**src/rtl/pid_pwm_pkg.sv**
```systemverilog
// Shared widths, default timing constants and the arming state type for the
// altitude throttle PWM stage.
package pid_pwm_pkg;

  localparam int unsigned PID_W  = 15;
  localparam int unsigned CNT_W  = 18;
  localparam int unsigned PROD_W = 32;

  localparam int unsigned DefPeriodCycles   = 250000;
  localparam int unsigned DefMinPulseCycles = 100000;
  localparam int unsigned DefMaxPulseCycles = 200000;
  localparam int unsigned DefTimeoutPeriods = 8;

  typedef enum logic [1:0] {
    StDisarmed,
    StArmed,
    StFailsafe
  } state_e;

  function automatic logic [CNT_W-1:0] clamp_width(input logic [PROD_W-1:0] sum,
                                                    input logic [PROD_W-1:0] ceiling);
    logic [PROD_W-1:0] sel;
    sel = (sum > ceiling) ? ceiling : sum;
    return CNT_W'(sel);
  endfunction

endpackage

```
**src/rtl/pwm_scale.sv**
```systemverilog
// Maps a PID command onto a pulse width: the product is registered here and the
// shift/offset/clamp result is captured by the caller's pending-width register.
module pwm_scale
  import pid_pwm_pkg::*;
#(
  parameter int unsigned MinPulse = DefMinPulseCycles,
  parameter int unsigned MaxPulse = DefMaxPulseCycles
) (
  input  logic             clk_i,
  input  logic             rst_ni,
  input  logic             valid_i,
  input  logic [PID_W-1:0] pid_i,
  output logic             valid_o,
  output logic [CNT_W-1:0] width_o
);

  localparam logic [PROD_W-1:0] Span = PROD_W'(MaxPulse - MinPulse);

  logic [PROD_W-1:0] prod_q;
  logic              valid_q;

  always_ff @(posedge clk_i or negedge rst_ni) begin
    if (!rst_ni) begin
      prod_q  <= '0;
      valid_q <= 1'b0;
    end else begin
      valid_q <= valid_i;
      if (valid_i) begin
        prod_q <= PROD_W'(pid_i) * Span;
      end
    end
  end

  assign valid_o = valid_q;
  assign width_o = clamp_width(PROD_W'(MinPulse) + (prod_q >> PID_W), PROD_W'(MaxPulse));

endmodule

```
**src/rtl/altitude_throttle_pwm.sv**
```systemverilog
// ESC throttle pulse generator: period counter, boundary-aligned width adoption,
// arming state machine and command-loss watchdog.
module altitude_throttle_pwm
  import pid_pwm_pkg::*;
#(
  parameter int unsigned PWM_PERIOD_CYCLES = DefPeriodCycles,
  parameter int unsigned MIN_PULSE_CYCLES  = DefMinPulseCycles,
  parameter int unsigned MAX_PULSE_CYCLES  = DefMaxPulseCycles,
  parameter int unsigned TIMEOUT_PERIODS   = DefTimeoutPeriods
) (
  input  logic             clk,
  input  logic             reset,
  input  logic             sink_data_valid,
  input  logic [PID_W-1:0] sink_pid,
  input  logic             sink_arm,
  output logic             pwm_out,
  output logic             source_period_start,
  output logic             failsafe
);

  localparam int unsigned WdW = $clog2(TIMEOUT_PERIODS + 1);
  localparam logic [CNT_W-1:0] PeriodLast = CNT_W'(PWM_PERIOD_CYCLES - 1);
  localparam logic [CNT_W-1:0] MinWidth   = CNT_W'(MIN_PULSE_CYCLES);
  localparam logic [WdW-1:0]   WdLimit    = WdW'(TIMEOUT_PERIODS);

  if (MIN_PULSE_CYCLES >= MAX_PULSE_CYCLES || MAX_PULSE_CYCLES >= PWM_PERIOD_CYCLES ||
      PWM_PERIOD_CYCLES > (1 << CNT_W) || TIMEOUT_PERIODS == 0) begin : g_bad_params
    $error("altitude_throttle_pwm: need MIN < MAX < PERIOD <= 2**CNT_W and TIMEOUT > 0");
  end

  state_e           state_q;
  logic             started_q;
  logic             seen_valid_q;
  logic [CNT_W-1:0] cnt_q, cnt_d;
  logic [CNT_W-1:0] act_q, act_d;
  logic [CNT_W-1:0] pend_q;
  logic [WdW-1:0]   wd_q;
  logic             start_d;
  logic             pwm_d;
  logic             scale_valid;
  logic [CNT_W-1:0] scale_width;

  pwm_scale #(
    .MinPulse (MIN_PULSE_CYCLES),
    .MaxPulse (MAX_PULSE_CYCLES)
  ) u_scale (
    .clk_i   (clk),
    .rst_ni  (reset),
    .valid_i (sink_data_valid),
    .pid_i   (sink_pid),
    .valid_o (scale_valid),
    .width_o (scale_width)
  );

  // The first edge after reset release presents counter 0 without advancing.
  always_comb begin
    start_d = !started_q || (cnt_q == PeriodLast);
    cnt_d   = start_d ? '0 : cnt_q + CNT_W'(1);
    act_d   = act_q;
    if (start_d) begin
      act_d = (state_q == StArmed) ? pend_q : MinWidth;
    end
    pwm_d = cnt_d < act_d;
  end

  always_ff @(posedge clk or negedge reset) begin
    if (!reset) begin
      started_q           <= 1'b0;
      seen_valid_q        <= 1'b0;
      cnt_q               <= '0;
      act_q               <= MinWidth;
      pend_q              <= MinWidth;
      wd_q                <= '0;
      pwm_out             <= 1'b0;
      source_period_start <= 1'b0;
    end else begin
      started_q           <= 1'b1;
      cnt_q               <= cnt_d;
      act_q               <= act_d;
      pwm_out             <= pwm_d;
      source_period_start <= start_d;
      if (scale_valid) begin
        pend_q <= scale_width;
      end
      if (sink_data_valid) begin
        seen_valid_q <= 1'b1;
      end
      // A fresh command beats a simultaneous period-start increment.
      if (sink_data_valid) begin
        wd_q <= '0;
      end else if (start_d && state_q != StDisarmed && wd_q != WdLimit) begin
        wd_q <= wd_q + WdW'(1);
      end
    end
  end

  always_ff @(posedge clk or negedge reset) begin
    if (!reset) begin
      state_q  <= StDisarmed;
      failsafe <= 1'b0;
    end else begin
      unique case (state_q)
        StDisarmed: begin
          if (sink_arm && (seen_valid_q || sink_data_valid)) begin
            state_q <= StArmed;
          end
        end
        StArmed: begin
          if (!sink_arm) begin
            state_q <= StDisarmed;
          end else if (wd_q == WdLimit) begin
            state_q  <= StFailsafe;
            failsafe <= 1'b1;
          end
        end
        StFailsafe: begin
          if (!sink_arm) begin
            state_q  <= StDisarmed;
            failsafe <= 1'b0;
          end else if (sink_data_valid) begin
            state_q  <= StArmed;
            failsafe <= 1'b0;
          end
        end
        default: begin
          state_q  <= StDisarmed;
          failsafe <= 1'b0;
        end
      endcase
    end
  end

endmodule

```
**config.mk**
```make
export PLATFORM = sky130hd
export DESIGN_NAME = altitude_throttle_pwm
export DESIGN_NICKNAME = d
export VERILOG_FILES = /design/src/rtl/pid_pwm_pkg.sv /design/src/rtl/pwm_scale.sv /design/src/rtl/altitude_throttle_pwm.sv
export SDC_FILE = /design/constraint.sdc
export NUM_CORES = 1
export LEC_CHECK = 0
export CAP_MARGIN = 10
export CORE_ASPECT_RATIO = 1.25
export CORE_MARGIN = 8
export CORE_UTILIZATION = 55
export DETAILED_ROUTE_END_ITERATION = 6
export PLACE_DENSITY = 0.73
export REMOVE_ABC_BUFFERS = 1
export SKIP_CTS_REPAIR_TIMING = 1
export SLEW_MARGIN = 20
export SYNTH_ARGS = -nofsm -noshare
export SYNTH_HDL_FRONTEND = slang
export SYNTH_SLANG_ARGS = --single-unit
```
**constraint.sdc**
```tcl
create_clock -name clk -period 5.2 [get_ports clk]
set_input_delay 1.04 -clock clk [delete_from_list [all_inputs] [get_ports clk]]
set_output_delay 1.04 -clock clk [all_outputs]
set_load 0.02 [all_outputs]
```
==> metrics.yaml, run 1 <==
outcome:
  status: "finished clean"
worst_setup_path:
  crit_top_cell: "ha_1"
  start_kind: "input pin"
  endpoint_kind: "flip-flop"
  r2r-end: "pwm_out"
  r2r-start: "cnt_q[5]"
  path_buf_inv: 4
  crit_arrival_ns: 5.26
  ff2ff_setup_slack_ns: 1.23
  reg2reg_depth: 14
  cpPeakStageDelay_ns: 0.54
  cp.required_ns: 5.42
  worstPathCellList: "clkdlybuf4s50_1, ha_1, ha_1, ha_1, fa_1, inv_1, fa_1, inv_1, ha_1, or2_2, a21oi_2, a31oi_2, nor3_1, buf_4, o31ai_2, xor2_1, mux2_2"
  cp_top_family: "adder cells"
  crit_type: "in2reg"
  crit_slowest_cell: "fa_1"
  crit_fanout: 3
die:
  initial_utilization: 0.565
  ioPinCount: 22
  fp.dieW_um: 118
  chipHeight_um: 144
  core_um2: 12700
  dieArea_um2: 17000
  rows: 46
sta:
  hold_viol: 0
  rsz0062_at_grt: "no"
  max_freq_mhz: 199
  final_max_slew_viol_count: 0
  setup_viol: 0
  period_needed_ns: 5.03
  slew-limit-headroom: 0.286
  worst_clock_skew_ns: 0.00494
  worst_pin_slew_ns: 1.06
  timing.final.crit_share: 0.968
global_route:
  gr-usage-met3: 0.0243
  grt_pass1_wl_mm: 25.6
  gr-usage-met1: 0.192
  use_met2: 0.356
  grt_usage: 0.183
  busiest_layer: "met2"
  grt_max_degree: 84
  grt_pass1_vias: 5738
  grt-ovfl-total: 0
  grt_antenna_before_repair: 0
synth:
  synth-seq-cells: 83
  yosysUniqueCellTypes: 54
  yosysWarnings: 0
  avgSynthCellArea_um2: 9.33
  ys_seq_area_frac: 0.291
  synth_area_um2: 7180
  synth_cells: 770
  synth_edf_count: 0
  synth-async-reset-ratio: 1.00
  synth_ff_type: "dfrtp_1"
detailed_routing:
  drtIter0Drc: 192
  remaining_drc_errors: 0
  wl_per_cell_um: 15.0
  drtAntennaViolNets: 0
  routed_wl_mm: 15.4
  vias_per_cell: 5.41
  drtPass1Iterations: 4
  vias: 5552
power_and_ir_drop:
  swShare: 0.398
  max-vdd-ir-drop_mv: 0.241
  clockPowerShare: 0.153
  leakage_nw: 4.45
  p_int_mw: 2.39
  pwr-share-comb: 0.605
  power_density_nw_per_um2: 462
  seq_power_share: 0.241
  p_sw_mw: 1.58
clock_network:
  cts-root-buf: "clkbuf_16"
  worstSkewPairLatency_ns: 0.34
  clock_path_buffers: 2
  cts_tree: "yes"
  path_clk_slew_ns: 0.06
  htree_num_levels: 3
  clock_sinks: 83
  cts_buffers: 9
layout:
  fillCellCount: 979
  area_growth_pct: 19.8
  fin_cells: 1026
  nNetsFinal: 1027
  num_antenna_cells: 0
  design_area_um2: 8600
  drive_gt1_frac: 0.172
placement:
  gp_congestion: 0.899
  io_buffers: 21
  place_hpwl_mm: 12.3
  dpl_cell_area_um2: 8040
  placed_cells: 1010
worst_hold_path:
  hp-class: "reg2reg"
  min_from: "act_q[6]"
  hold_depth: 2
  min_to: "act_q[6]"
flow_run:
  max-cap-violations: 0
## registers in the layout, summed over array words and instances (netlist names)
signal,count
state_q,2
failsafe,1
started_q,1
u_scale.valid_o,1
pwm_out,1
pend_q,18
act_q,18
source_period_start,1
u_scale.prod_q,17
wd_q,4
cnt_q,18
seen_valid_q,1
## through the flow
step	hold WS, ns	setup WS [ns]	total power, mW	util	setup TNS [ns]
floorplan	0.437	0.289	2.41	-	0
global placement	0.454	-0.376	3.06	0.632	-3.37
detailed placement	0.462	-0.537	3.14	0.632	-4.86
CTS	0.475	-0.203	3.78	0.655	-0.918
global route	0.501	0.00510	4.32	0.676	0
finish	0.475	0.165	3.97	0.676	0
## layout by cell type (no fill, tap or decap), drive strengths merged, types with 7 or more instances in the layout
cell type / count
ha: 122
nor3: 17
xor2: 21
o21ai: 22
buf: 69
nand4: 13
xnor2: 25
clkbuf: 15
nand3: 27
nor2: 45
o22ai: 12
a21o: 13
dfstp: 12
a21oi: 41
nand2: 43
fa: 33
dfrtp: 71
dlymetal6s2s: 13
clkdlybuf4s50: 7
inv: 128
mux2: 8
and3: 12
a31oi: 8
## Yosys cell counts (4+ instances only)
cell / n / area (um2)
o22a_1: 4 / 35.0
nor3_1: 17 / 85.1
mux2_2: 8 / 90.1
o22ai_1: 12 / 75.1
a31o_2: 6 / 52.6
nor2_1: 45 / 169
o31ai_1: 6 / 45.0
and3_1: 12 / 75.1
nand2b_1: 4 / 25.0
or2_2: 5 / 31.3
nor2b_1: 5 / 31.3
or3_1: 5 / 31.3
fa_1: 33 / 661
and2_1: 5 / 31.3
inv_1: 127 / 477
clkbuf_1: 14 / 52.6
xnor2_1: 25 / 219
nand4_1: 13 / 81.3
xor2_1: 21 / 184
nand3_1: 27 / 135
a31oi_1: 8 / 50.1
ha_1: 122 / 1530
dfrtp_1: 71 / 1780
a21o_1: 13 / 97.6
o211ai_1: 5 / 37.5
dfstp_2: 12 / 315
a21oi_1: 41 / 205
o21ai_0: 21 / 105
nand2_1: 43 / 161
## worst max path at each step
stage | start | to | slack, ns | cells after the start
6_report | sink_pid[0] | u_scale.prod_q[26] | 0.17 | 17
5_1_grt | sink_pid[0] | u_scale.prod_q[26] | 0.005 | 17
4_1_cts | sink_pid[2] | u_scale.prod_q[30] | -0.20 | 15
3_5_place_dp | sink_pid[2] | u_scale.prod_q[30] | -0.54 | 15
3_3_place_gp | sink_pid[2] | u_scale.prod_q[30] | -0.38 | 16
2_1_floorplan | sink_pid[2] | u_scale.prod_q[30] | 0.29 | 15
## cell families (layout without fill, tap and decap cells)
logic type               after synthesis  after routing  share of synthesized area
AO/OA/AOI/OAI                        134            134                      0.120
XOR/XNOR                              46             46                     0.0561
adder cells (fa/ha/maj)              155            155                      0.305
buffers and inverters                146            234                     0.0767
flip-flops                            83             83                      0.291
multiplexers                           9              9                     0.0139
other                                  1              1                   0.000522
AND/OR/NAND/NOR                      196            196                      0.137
## final cells by class
cell class,count,area [um2],share of cell area
Sequential cell,83,2090,0.243
Multi-Input combinational cell,541,4770,0.554
Inverter,129,484,0.0563
Clock inverter,1,5.00,0.000582
Clock buffer,15,288,0.0335
Tap cell,168,210,0.0244
Timing Repair Buffer,89,754,0.0877
## power groups by stage
| stage | clock (mW) | sequential (mW) | combinational (mW) |
|---|---|---|---|
| final | 0.609 | 0.958 | 2.40 |
| after global routing | 0.640 | 0.982 | 2.69 |
| after CTS | 0.618 | 0.956 | 2.20 |
| after detailed placement | 0 | 0.967 | 2.18 |
| after global placement | 0 | 0.955 | 2.10 |
| after floorplan | 0 | 0.933 | 1.48 |
## per-layer routing
metal	vias up	wire (um)
met5	-	0
met4	0	426
met3	27	249
met2	78	8370
met1	2650	6310
li1	2797	-
## worst reg2reg max path: cells and delay by family (launching register included)
| kind | cells | cell delay [ns] |
|---|---|---|
| buf+inv | 2 | 0.71 |
| compound gates | 7 | 1.58 |
| fa+ha+maj | 1 | 0.31 |
| simple gates | 4 | 0.88 |
| flops | 1 | 0.42 |
No activity file was read; power rests on OpenSTA's default activity.
==> inputs of run 2 (changes only) <==
--- a/config.mk
+++ b/config.mk
@@ -7,7 +7,7 @@
 export LEC_CHECK = 0
 export CAP_MARGIN = 10
 export CORE_ASPECT_RATIO = 1.25
-export CORE_MARGIN = 8
+export CORE_MARGIN = 4
 export CORE_UTILIZATION = 55
 export DETAILED_ROUTE_END_ITERATION = 6
 export PLACE_DENSITY = 0.73
==> constraint.sdc (replaced) <==
create_clock -name clk -period 5.2 [get_ports clk]
set_input_delay 1.04 -clock clk [delete_from_list [all_inputs] [get_ports clk]]
set_output_delay 1.04 -clock clk [all_outputs]
set_load 0.1 [all_outputs]
==> metrics.yaml, run 2 (synthesis results as in run 1) <==
clock_network:
  clock_sinks: 83  # unchanged
  cts_tree: "yes"
  worstSkewPairLatency_ns: 0.33  # about the same
  htree_num_levels: 3  # unchanged
  clock_path_buffers: 2  # unchanged
  cts-root-buf: "clkbuf_16"
  cts_buffers: 9  # unchanged
  path_clk_slew_ns: 0.06  # about the same
flow_run:
  max-cap-violations: 0  # unchanged
die:
  ioPinCount: 22  # unchanged
  initial_utilization: 0.565  # unchanged
  core_um2: 12700  # unchanged
  fp.dieW_um: 110  # -6.8%
  dieArea_um2: 15000  # -12%
  rows: 46  # unchanged
  chipHeight_um: 136  # -5.6%
layout:
  utilization: 0.677  # +0.000689
  final_common_cell: "inv_1"
  area_growth_pct: 19.9
  final_cell_mix: "inv_1 (127), ha_1 (113), dfrtp_1 (71)"
  num_antenna_cells: 0  # unchanged
  nNetsFinal: 1028  # +0.097%
  drive_gt1_frac: 0.171  # -0.00136
  top_regs: "act_q x18, cnt_q x18, pend_q x18"
worst_setup_path:
  cp.required_ns: 5.44  # +0.02 ns
  crit_fanout: 3  # unchanged
  start_kind: "input pin"
  crit_arrival_ns: 5.34  # +0.08 ns
  endpoint_kind: "flip-flop"
  reg2reg_depth: 15  # +1
  r2r-start: "cnt_q[13]"
  ff2ff_setup_slack_ns: 1.19  # -0.04 ns
  crit_type: "in2reg"
  r2r-end: "pwm_out"
worst_hold_path:
  min_from: "seen_valid_q"
  hp-class: "reg2reg"
  min_to: "seen_valid_q"
  hold_depth: 1  # -1
detailed_routing:
  drtIter0Drc: 259  # +35%
  drtAntennaViolNets: 0  # unchanged
  routed_wl_mm: 15.7  # +2.3%
  wl_per_cell_um: 15.3  # +2.2%
  drtPass1Iterations: 4  # unchanged
  vias: 5618  # +1.2%
  vias_per_cell: 5.47  # +1.1%
  remaining_drc_errors: 0  # unchanged
global_route:
  grt_max_degree: 84  # unchanged
  grt_antenna_before_repair: 0  # unchanged
  grt_usage: 0.218  # +0.0343
  grt_pass1_wl_mm: 25.9  # +1.3%
  grt-ovfl-total: 0  # unchanged
  grt_pass1_vias: 5937  # +3.5%
sta:
  layout_setup_ws_ns: 0.0982  # -0.0669 ns
  rsz0062_at_grt: "yes"
  timing.final.crit_share: 0.981  # +0.0129
  final_max_slew_viol_count: 0  # unchanged
  worst_pin_slew_ns: 0.986  # -0.0716 ns
  setup_viol: 0  # unchanged
  worst_clock_skew_ns: 0.00588  # +0.000945 ns
  max_freq_mhz: 196  # -1.3%
  hold_viol: 0  # unchanged
  slew-limit-headroom: 0.343  # +0.0570
  period_needed_ns: 5.10  # +0.0669 ns
placement:
  place_hpwl_mm: 12.5  # +1.6%
  gp_congestion: 0.871  # -3.1%
  io_buffers: 21  # unchanged
  pre_cts_ws_ns: -0.476  # +0.0602 ns
outcome:
  status: "finished clean"
power_and_ir_drop:
  leakage_nw: 4.44  # -0.29%
  max-vdd-ir-drop_mv: 0.269  # +12%
  power_density_nw_per_um2: 475  # +2.8%
  p_total_mw: 4.09  # +2.9%
## run 2: metal layers
| metal | routed length (um) | track usage |
|---|---|---|
| met1 | 6070 | 0.230 |
| met2 | 8730 | 0.419 |
| met3 | 355 | 0.0296 |
| met4 | 563 | 0.0924 |
| met5 | 0 | 0 |
## run 2: worst max path at each step
stage                  from                  to  slack [ns]  cells past startpoint
6_report       sink_pid[13]  u_scale.prod_q[28]         0.1                     18
5_1_grt        sink_pid[11]  u_scale.prod_q[28]       -0.04                     17
2_1_floorplan   sink_pid[2]  u_scale.prod_q[30]        0.29                     15
4_1_cts         sink_pid[2]  u_scale.prod_q[30]       -0.14                     16
3_3_place_gp    sink_pid[5]  u_scale.prod_q[23]       -0.38                     15
3_5_place_dp    sink_pid[2]  u_scale.prod_q[30]       -0.48                     16
## run 2: where the power goes
group          switching (mW)  internal, mW  leakage (nW)
Clock                   0.239         0.446         0.159
Sequential              0.130         0.829          1.02
Combinational            1.23          1.21          3.26
Total                    1.60          2.48          4.44
## run 2: worst max-delay path, cell delays in order
cell and delay (ns):
clkdlybuf4s50_1 0.44, ha_1 0.33, ha_4 0.28, inv_1 0.05, fa_1 0.53, inv_1 0.05
fa_1 0.50, inv_1 0.06, fa_1 0.54, inv_1 0.07, ha_4 0.28, a21oi_2 0.06
nand3_1 0.11, nor3_2 0.06, buf_4 0.15, or3_4 0.39, and4_1 0.20, o31ai_1 0.21
## run 2: final cells by class
class                   instances  area (um2)
clock buffers                  12         256
clock inverters                 4        72.6
fillers                       987        4110
inverters                     129         484
multi-input cells             541        4730
flip-flops and latches         83        2090
well taps                     168         210
repair buffers                 90         761
## run 2: metrics by stage
step | area [um2] | setup TNS, ns | hold slack [ns] | instances
floorplan | 7110 | 0 | 0.437 | 753
global placement | 8050 | -3.46 | 0.452 | 1011
detailed placement | 8050 | -4.71 | 0.455 | 1011
CTS | 8380 | -0.699 | 0.469 | 1027
global route | 8610 | -0.0432 | 0.490 | 1027
finish | 8610 | 0 | 0.468 | 1027
